**src/rtl/cls_fault_manager_if.sv**
```systemverilog
// Fault-manager bus: compare-unit fault inputs, software clear, and the core reset/diagnostic outputs.
// The slave side is the fault manager; the master side is the compare unit and software.
interface cls_fault_manager_if;
    logic        fault_i;
    logic [2:0]  fault_code_i;
    logic [31:0] fault_addr_i;
    logic        clr_i;
    logic        core_rst_o;
    logic        halted_o;
    logic [3:0]  retry_cnt_o;
    logic [15:0] fault_cnt_o;
    logic [2:0]  last_code_o;
    logic [31:0] last_addr_o;

    modport master (
        output fault_i, fault_code_i, fault_addr_i, clr_i,
        input  core_rst_o, halted_o, retry_cnt_o, fault_cnt_o, last_code_o, last_addr_o
    );

    modport slave (
        input  fault_i, fault_code_i, fault_addr_i, clr_i,
        output core_rst_o, halted_o, retry_cnt_o, fault_cnt_o, last_code_o, last_addr_o
    );
endinterface

```
**src/rtl/cls_fault_manager.sv**
```systemverilog
// Lockstep fault manager: bounded core-reset retries, escalation to halt, syndrome capture and fault counting.
// Fault-to-core-reset latency 1 cycle; no backpressure, fault_i is simply ignored outside RUN.
module cls_fault_manager #(
    parameter int RST_CYCLES  = 2,
    parameter int MAX_RETRIES = 3,
    parameter int WINDOW      = 1024
) (
    input  logic              clk,
    input  logic              rst,
    cls_fault_manager_if.slave bus
);
    localparam int CW = $clog2(WINDOW + 1);
    localparam logic [CW-1:0] WIN_C      = CW'(WINDOW);
    localparam logic [7:0]    RST_LAST_C = 8'(RST_CYCLES - 1);
    localparam logic [3:0]    MAX_C      = 4'(MAX_RETRIES);

    typedef enum logic [1:0] {S_RESET, S_GUARD, S_RUN, S_HALT} state_t;

    state_t         state;
    logic [7:0]     rst_cnt;
    logic [CW-1:0]  clean_cnt;
    logic           core_rst_q;
    logic           halted_q;
    logic [3:0]     retry_q;
    logic [15:0]    fault_cnt_q;
    logic [2:0]     last_code_q;
    logic [31:0]    last_addr_q;

    logic [3:0]     retry_base;
    logic [3:0]     retry_eff;
    logic [CW-1:0]  clean_base;
    logic [CW-1:0]  clean_inc;
    logic           win_hit;

    // Ordering inside a RUN cycle: software clear, then window expiry, then the fault.
    always_comb begin
        retry_base = bus.clr_i ? 4'd0 : retry_q;
        clean_base = bus.clr_i ? '0 : clean_cnt;
        clean_inc  = clean_base + 1'b1;
        win_hit    = (clean_inc == WIN_C);
        retry_eff  = win_hit ? 4'd0 : retry_base;
    end

    always_ff @(posedge clk) begin
        if (rst) begin
            state       <= S_RESET;
            rst_cnt     <= 8'd0;
            clean_cnt   <= '0;
            core_rst_q  <= 1'b1;
            halted_q    <= 1'b0;
            retry_q     <= 4'd0;
            fault_cnt_q <= 16'd0;
            last_code_q <= 3'd0;
            last_addr_q <= 32'd0;
        end else begin
            case (state)
                S_RESET: begin
                    if (bus.clr_i) begin
                        retry_q   <= 4'd0;
                        clean_cnt <= '0;
                    end
                    if (rst_cnt == RST_LAST_C) begin
                        state      <= S_GUARD;
                        core_rst_q <= 1'b0;
                    end else begin
                        rst_cnt <= rst_cnt + 8'd1;
                    end
                end
                S_GUARD: begin
                    if (bus.clr_i) retry_q <= 4'd0;
                    clean_cnt <= '0;
                    state     <= S_RUN;
                end
                S_RUN: begin
                    if (bus.fault_i) begin
                        last_code_q <= bus.fault_code_i;
                        last_addr_q <= bus.fault_addr_i;
                        if (fault_cnt_q != 16'hFFFF) fault_cnt_q <= fault_cnt_q + 16'd1;
                        clean_cnt  <= '0;
                        core_rst_q <= 1'b1;
                        if (retry_eff == MAX_C) begin
                            state    <= S_HALT;
                            halted_q <= 1'b1;
                            retry_q  <= retry_eff;
                        end else begin
                            state   <= S_RESET;
                            rst_cnt <= 8'd0;
                            retry_q <= retry_eff + 4'd1;
                        end
                    end else if (win_hit) begin
                        retry_q   <= 4'd0;
                        clean_cnt <= '0;
                    end else begin
                        retry_q   <= retry_base;
                        clean_cnt <= clean_inc;
                    end
                end
                S_HALT: begin
                    if (bus.clr_i) begin
                        halted_q <= 1'b0;
                        retry_q  <= 4'd0;
                        state    <= S_RESET;
                        rst_cnt  <= 8'd0;
                    end
                end
                default: begin
                    state      <= S_RESET;
                    rst_cnt    <= 8'd0;
                    core_rst_q <= 1'b1;
                end
            endcase
        end
    end

    assign bus.core_rst_o  = core_rst_q;
    assign bus.halted_o    = halted_q;
    assign bus.retry_cnt_o = retry_q;
    assign bus.fault_cnt_o = fault_cnt_q;
    assign bus.last_code_o = last_code_q;
    assign bus.last_addr_o = last_addr_q;
endmodule

```
**src/flat_wrapper.sv**
```systemverilog
// flat-port wrapper written by rule: the top's interface ports become plain ports
module cls_fault_manager_flat 
#(
    parameter int RST_CYCLES  = 2,
    parameter int MAX_RETRIES = 3,
    parameter int WINDOW      = 1024
)
  (clk, rst, bus_fault_i, bus_fault_code_i, bus_fault_addr_i, bus_clr_i, bus_core_rst_o, bus_halted_o, bus_retry_cnt_o, bus_fault_cnt_o, bus_last_code_o, bus_last_addr_o);
  cls_fault_manager_if bus_i ();
  input  logic clk;
  input  logic rst;
  input wire logic [$bits(bus_i.fault_i)-1:0] bus_fault_i;
  input wire logic [$bits(bus_i.fault_code_i)-1:0] bus_fault_code_i;
  input wire logic [$bits(bus_i.fault_addr_i)-1:0] bus_fault_addr_i;
  input wire logic [$bits(bus_i.clr_i)-1:0] bus_clr_i;
  output wire logic [$bits(bus_i.core_rst_o)-1:0] bus_core_rst_o;
  output wire logic [$bits(bus_i.halted_o)-1:0] bus_halted_o;
  output wire logic [$bits(bus_i.retry_cnt_o)-1:0] bus_retry_cnt_o;
  output wire logic [$bits(bus_i.fault_cnt_o)-1:0] bus_fault_cnt_o;
  output wire logic [$bits(bus_i.last_code_o)-1:0] bus_last_code_o;
  output wire logic [$bits(bus_i.last_addr_o)-1:0] bus_last_addr_o;
  assign bus_i.fault_i = bus_fault_i;
  assign bus_i.fault_code_i = bus_fault_code_i;
  assign bus_i.fault_addr_i = bus_fault_addr_i;
  assign bus_i.clr_i = bus_clr_i;
  assign bus_core_rst_o = bus_i.core_rst_o;
  assign bus_halted_o = bus_i.halted_o;
  assign bus_retry_cnt_o = bus_i.retry_cnt_o;
  assign bus_fault_cnt_o = bus_i.fault_cnt_o;
  assign bus_last_code_o = bus_i.last_code_o;
  assign bus_last_addr_o = bus_i.last_addr_o;
  cls_fault_manager #(.RST_CYCLES(RST_CYCLES), .MAX_RETRIES(MAX_RETRIES), .WINDOW(WINDOW)) u_core (.clk(clk), .rst(rst), .bus(bus_i));
endmodule
```
**config.mk**
```make
export PLATFORM = sky130hd
export DESIGN_NAME = cls_fault_manager_flat
export DESIGN_NICKNAME = d
export VERILOG_FILES = /design/src/rtl/cls_fault_manager_if.sv /design/src/rtl/cls_fault_manager.sv /design/src/flat_wrapper.sv
export SDC_FILE = /design/constraint.sdc
export NUM_CORES = 1
export LEC_CHECK = 0
export BUFFER_PORTS_ARGS = -buffer_cell sky130_fd_sc_hd__buf_2
export CAP_MARGIN = 5
export CELL_PAD_IN_SITES_DETAIL_PLACEMENT = 1
export CELL_PAD_IN_SITES_GLOBAL_PLACEMENT = 2
export CORE_ASPECT_RATIO = 1.5
export CORE_MARGIN = 2
export CORE_UTILIZATION = 30
export DETAILED_ROUTE_END_ITERATION = 7
export GPL_TIMING_DRIVEN = 0
export PLACE_DENSITY = 0.88
export SYNTH_ARGS = -nofsm -noshare
export SYNTH_HDL_FRONTEND = slang
export SYNTH_SLANG_ARGS = --single-unit
```
**constraint.sdc**
```tcl
create_clock -name clk -period 3.75 [get_ports clk]
set_input_delay 0.1875 -clock clk [delete_from_list [all_inputs] [get_ports clk]]
set_output_delay 0.1875 -clock clk [all_outputs]
set_load 0.01 [all_outputs]
```
; After elaboration in Yosys (flattened, before gate mapping)
; Index checks and enable logic that the tools add are counted.
[word_totals]
ff_bits = 78
[op_classes]
addsub = 4
n_eq_ne = 13
mux = 26
n_reduce_logical = 12
[op_table]
columns = op, n
row1 = $mux W11, 3
row2 = $pmux W11 S3, 1
row3 = $mux W8, 4
row4 = $pmux W8 S3, 1
row5 = $add A16 B1 Y16 const B, 1
row6 = $mux W4, 4
row7 = $ne A16 B16 Y1 const B, 1
row8 = $add A11 B1 Y11 const B, 1
row9 = $eq A11 B11 Y1 const B, 1
row10 = $reduce_and A3 Y1, 3
row11 = $add A8 B1 Y8 const B, 1
row12 = $eq A8 B1 Y1 const B, 1
row13 = $mux W2, 4
row14 = $ne A2 B2 Y1 const B, 4
row15 = $pmux W2 S4, 1
row16 = $pmux W4 S2, 1
row17 = $reduce_bool A3 Y1, 2
row18 = $mux W1, 5
row19 = $reduce_and A5 Y1, 1
row20 = $add A4 B1 Y4 const B, 1
row21 = $eq A2 B2 Y1 const B, 2
row22 = $eq A4 B2 Y1 const B, 1
row23 = $ne A2 B1 Y1 const B, 2
row24 = $pmux W1 S2, 2
row25 = other kinds (6), 7

; Longest topological paths before layout
[depth]
ltp_word = 8
depth_mapped = 14
ltp_nobuf = 12

; Worst setup path after synthesis
; No wires, ideal clock.
[synth_timing]
path_kind = reg-to-reg
from = register u_core.clean_cnt[1]
to = register u_core.retry_q[1] (netlist: u_core.bus.retry_cnt_o[1])
setup_ns = 0.092
arrival_ns = 2.641
setup_slack_ns = 1.017
path_stages_with_launch = 13
synth_period_minus_slack_ns = 2.733
path_cell_list = dfxtp_1 nor2b_1 ha_1 and4b_2 or3_1 a221oi_4 o211ai_4 and3_2 ha_1 inv_1 and3_1 a41oi_1 o32ai_1
[synth_between]
elab_chain_cells = 8
elab_cells_between_ends = 9
cone_classes = 2 x add/sub / 2 x eq/ne / 5 x mux
[synth_lines]
columns = element, line_no
row1 = start: declaration, cls_fault_manager.sv:21  ; logic [CW-1:0] clean_cnt;
row2 = start signal: assignment, cls_fault_manager.sv:95  ; clean_cnt <= clean_inc;
row3 = $mux W11 *, -
row4 = $add A11 B1 Y11 *, cls_fault_manager.sv:39  ; clean_inc = clean_base + 1'b1;
row5 = $eq A11 B11 Y1 *, cls_fault_manager.sv:40  ; win_hit = (clean_inc == WIN_C);
row6 = $mux W4 *, "cls_fault_manager.sv:41, cls_fault_manager.sv:90"
row7 = $add A4 B1 Y4 or $eq A4 B2 Y1 (tied branches), "cls_fault_manager.sv:88, cls_fault_manager.sv:81"
row8 = $mux W4, cls_fault_manager.sv:81  ; if (retry_eff == MAX_C) begin
row9 = $mux W4 *, cls_fault_manager.sv:75  ; if (bus.fault_i) begin
row10 = $pmux W4 S2 *, cls_fault_manager.sv:56  ; case (state)
row11 = end signal: assignment, cls_fault_manager.sv:84  ; retry_q <= retry_eff;
row12 = end signal: assignment, cls_fault_manager.sv:88  ; retry_q <= retry_eff + 4'd1;
row13 = end signal: assignment, cls_fault_manager.sv:94  ; retry_q <= retry_base;
row14 = end: declaration, cls_fault_manager.sv:24  ; logic [3:0] retry_q;
; Mark *: on every way between the ends. The rest lies on a longest branch, timed or not.
; A chain may end at the register's enable or synchronous reset.

; Worst setup path after layout
[layout_timing]
from = register u_core.clean_cnt[0]
to = register u_core.rst_cnt[5]
[layout_between]
elab_chain_cells = 7
[layout_lines]
columns = element, line_no
row1 = $mux W11, -
row2 = $add A11 B1 Y11, cls_fault_manager.sv:39
row3 = $eq A11 B11 Y1, cls_fault_manager.sv:40
row4 = $mux W4, cls_fault_manager.sv:41  ; retry_eff = win_hit ? 4'd0 : retry_base;
row5 = $eq A4 B2 Y1, cls_fault_manager.sv:81
row6 = $ne A2 B2 Y1 (no source line), -
row7 = $reduce_and A5 Y1 (no source line), -
row8 = end signal: assignment, cls_fault_manager.sv:66  ; rst_cnt <= rst_cnt + 8'd1;
row9 = end: declaration, cls_fault_manager.sv:20  ; logic [7:0] rst_cnt;
; No other way between the ends.

==> results_dict.tcl <==
set metrics [dict create \
    static-leakage-power_uw 0.00190 \
    filler_cells 1564 \
    met3RoutedLength_um 328 \
    synthesis.area_mm2 0.00380 \
    yosysWarnings 0 \
    ys.flop_type "sky130_fd_sc_hd__dfxtp_1" \
    initialDrtViolationCount 172 \
    irDropWorstVdd_uv 259 \
    postSynth.asyncResetShare 0 \
    port_buffer_cells 94 \
    post_cts_hold_buffer_count 0 \
    grt_start_max_net_pins 15 \
    postLayoutSetupSlackWorst_ns 0.432 \
    timing.critical_path.cells "nor2b_1 -> ha_1 -> nand4b_1 -> nor2_1 -> xnor2_1 -> o2111a_2 -> buf_4 -> nor2_1 -> ha_1 -> nand2_1 -> nand2_1 -> o21ai_1 -> o32ai_1" \
    synth_top_cell_area_share 0.411 \
    cts-buffers-inserted 9 \
    worstPathArrival_ns 3.51 \
    edff_count_synth 0 \
    drv_slew 0 \
    worst_setup_path_start_kind "flip-flop" \
    detail_routed_via_count_per_cell 5.09 \
    setup.worst_path.class "flip-flop to flip-flop" \
    route.layer.met1.wl_mm 4.73 \
    report.final.hold_viol_count 0 \
    number_of_antenna_violations_at_the_first_check_in_global_routing 0 \
    detail_route.wl_per_cell_um 15.6 \
    drt-pass1-iter-count 4 \
    post-route-drc-count 0 \
    max_slew.worst_pin.slew_ns 0.635 \
    die_area_mm2 0.0136 \
    routed-via-count 3823 \
    post_route_cells_drive_above_1_share 0.225 \
    crit_fanout 10 \
    tritoncts_clock_tree "yes" \
    crit_path_max_incr_delay_ns 0.42 \
    postSynthCellCount 485 \
    regArea_mm2 0.00156 \
    cts_max_path_buffers 2 \
    die_y_um 142 \
    power-per-cell-area_mw_per_mm2 518 \
    postSynthRegisterBits 78 \
    ff2ff_setup_slack_ns 0.43 \
    grt_pass1_vias 3903 \
    max_clock_freq_ghz 0.301 \
    post-route-period-util 0.885 \
    final_common_cell "sky130_fd_sc_hd__nand2_1" \
    top_signal_layer_used "met4" \
    relSlewSlack 0.573 \
    setup-violations-final 0 \
    antenna_violating_nets_post_route 0 \
    initial_utilization 0.305 \
    worst-r2r-cell-count 13 \
    synth_area_per_cell_um2 7.83 \
    status "complete, no violations" \
    endpoint_kind "flip-flop" \
    place.detailed.hpwl_mm 8.87 \
    capture_point_of_the_worst_reg_to_reg_path "u_core.rst_cnt[5]$_SDFFE_PP0P_" \
    crit_start "u_core.clean_cnt[0]$_SDFFE_PP0P_" \
    io_pins 96 \
    unrepaired_setup_endpoints_after_global_routing "no" \
    postRouteWirelength_mm 11.7 \
    post_synthesis_net_count 535 \
    insertion_delay_ns 0.34 \
    clock_sink_count 78 \
    endpoint "u_core.rst_cnt[5]$_SDFFE_PP0P_" \
    synth.lib_cells_used.distinct 58 \
    met2RoutedLength_mm 6.41 \
    finalSetupTns_ns 0 \
    grt_remaining_overflow 0 \
    coreArea_mm2 0.0124 \
    gp_routability_congestion 0.816 \
    area_used_by_multi_input_combinational_logic_mm2 0.00207 \
    r2r_start "u_core.clean_cnt[0]$_SDFFE_PP0P_" \
    drv_cap 0 \
    synth_top_area_cell "sky130_fd_sc_hd__dfxtp_1" \
    crit_required_ns 3.95 \
    grt_pass1_wl_mm 19.1 \
    cpMaxStageDelayCell "sky130_fd_sc_hd__dfxtp_1" \
    final.min_clock_period_ns 3.32 \
    post-place-ws_ns 0.388 \
    post-cts-setup-buffer-count 0 \
    final.setup_skew_ns 0.00620 \
    leading_post_synthesis_cells_by_cell_area "sky130_fd_sc_hd__dfxtp_1 (41%), sky130_fd_sc_hd__nand2_1 (10%), sky130_fd_sc_hd__a21oi_1 (7.8%)" \
    die_width_um 95.9 \
    antenna_cells 0 \
    finish.net_count 640 \
    htree_levels 3 \
    track_usage 0.178 \
    mostFrequentLayoutCells "sky130_fd_sc_hd__nand2_1 (103), sky130_fd_sc_hd__buf_2 (98), sky130_fd_sc_hd__dfxtp_1 (78), sky130_fd_sc_hd__a21oi_1 (59), sky130_fd_sc_hd__nor2_1 (44)" \
    row_count 50 \
    min-delay-path-class "primary input to flip-flop" \
    quantity_of_gates_resized_following_cts 0 \
    cts_root_buffer "sky130_fd_sc_hd__clkbuf_16" \
    cts.clk_slew.worst_paths_ns 0.07 \
    synth.yosys.seq_area_share 0.411 \
    syn2layout_area_growth_pct 26.9 \
]
[state kept, by name, summed over array words and instances (netlist names)]
name	flops
u_core.bus.halted_o	1
u_core.bus.last_code_o	3
u_core.bus.core_rst_o	1
u_core.state	2
u_core.clean_cnt	11
u_core.rst_cnt	8
u_core.bus.fault_cnt_o	16
u_core.bus.retry_cnt_o	4
u_core.bus.last_addr_o	32
[cells in the mapped netlist, drive strengths merged, types with 3 or more instances]
cell type and count:
buf 8, ha 11, or3 5, a21o 3
nor2b 4, o21ai 11, dfxtp 78, nor3 16
nand3 19, o32ai 6, a21oi 59, inv 16
o21a 3, nor2 44, or2 3, nand2 103
clkbuf 17, and3 4, nand4 9, xor2 5
and2 3, o211ai 8, xnor2 12
[worst min path at each step]
stage	slack, ns	from	end	depth (start not counted)
floorplan	0.32	bus_fault_addr_i[0]	u_core.bus.last_addr_o[0]$_SDFFE_PP0P_	2
global placement	0.43	bus_fault_addr_i[30]	u_core.bus.last_addr_o[30]$_SDFFE_PP0P_	3
detailed placement	0.44	bus_fault_addr_i[27]	u_core.bus.last_addr_o[27]$_SDFFE_PP0P_	3
CTS	0.08	bus_fault_addr_i[30]	u_core.bus.last_addr_o[30]$_SDFFE_PP0P_	3
global route	0.09	bus_fault_addr_i[1]	u_core.bus.last_addr_o[1]$_SDFFE_PP0P_	3
finish	0.08	bus_fault_addr_i[1]	u_core.bus.last_addr_o[1]$_SDFFE_PP0P_	3
[per-stage QoR]
stage	cell area [um^2]	utilization	hold slack (ns)	std cells	power [uW]
6_report	4820	0.387	0.0826	751	2500
5_1_grt	4820	0.387	0.0853	751	2640
4_1_cts	4820	0.387	0.0780	751	2540
3_5_place_dp	4470	0.359	0.436	735	1490
3_3_place_gp	4470	0.359	0.430	735	1470
2_1_floorplan	3800	-	0.323	485	1300
[cell families (layout without fill, tap and decap cells)]
logic type,after synthesis,count (layout),share of synthesized area
AO/OA/AOI/OAI,109,109,0.189
buffers and inverters,42,152,0.0448
flip-flops,78,78,0.411
XOR/XNOR,17,17,0.0392
AND/OR/NAND/NOR,226,226,0.275
multiplexers,2,2,0.00527
adder cells (fa/ha/maj),11,11,0.0362
[worst max-delay path: cells and delay by family, from the launching register on]
family / cells / cell delay (ns)
AO/OA/AOI/OAI: 3 / 0.77
XOR/XNOR: 1 / 0.21
adder cells (fa/ha/maj): 2 / 0.51
buffers and inverters: 1 / 0.22
flip-flops: 1 / 0.42
AND/OR/NAND/NOR: 6 / 1.04
[routing by layer]
layer / GRT usage / vias to the layer above
met5: 0 / -
met4: 0.0662 / 0
met3: 0.0271 / 18
met2: 0.329 / 63
met1: 0.200 / 1850
li1: - / 1892
[area by class of cell]
class                           instances  area share
Sequential cell                        78       0.324
Buffer                                 25      0.0221
Timing Repair Buffer                   94      0.0976
Clock inverter                          6      0.0241
Inverter                               17      0.0132
Clock buffer                           10      0.0496
Tap cell                              156      0.0405
Multi-Input combinational cell        365       0.429
[power by group]
part | leakage [uW] | internal, uW | switching (uW) | total [uW]
clock network | 0.000173 | 673 | 363 | 1040
logic | 0.00110 | 185 | 336 | 521
registers | 0.000630 | 888 | 52.1 | 940
Note: power is estimated with default switching activity, not from simulation.
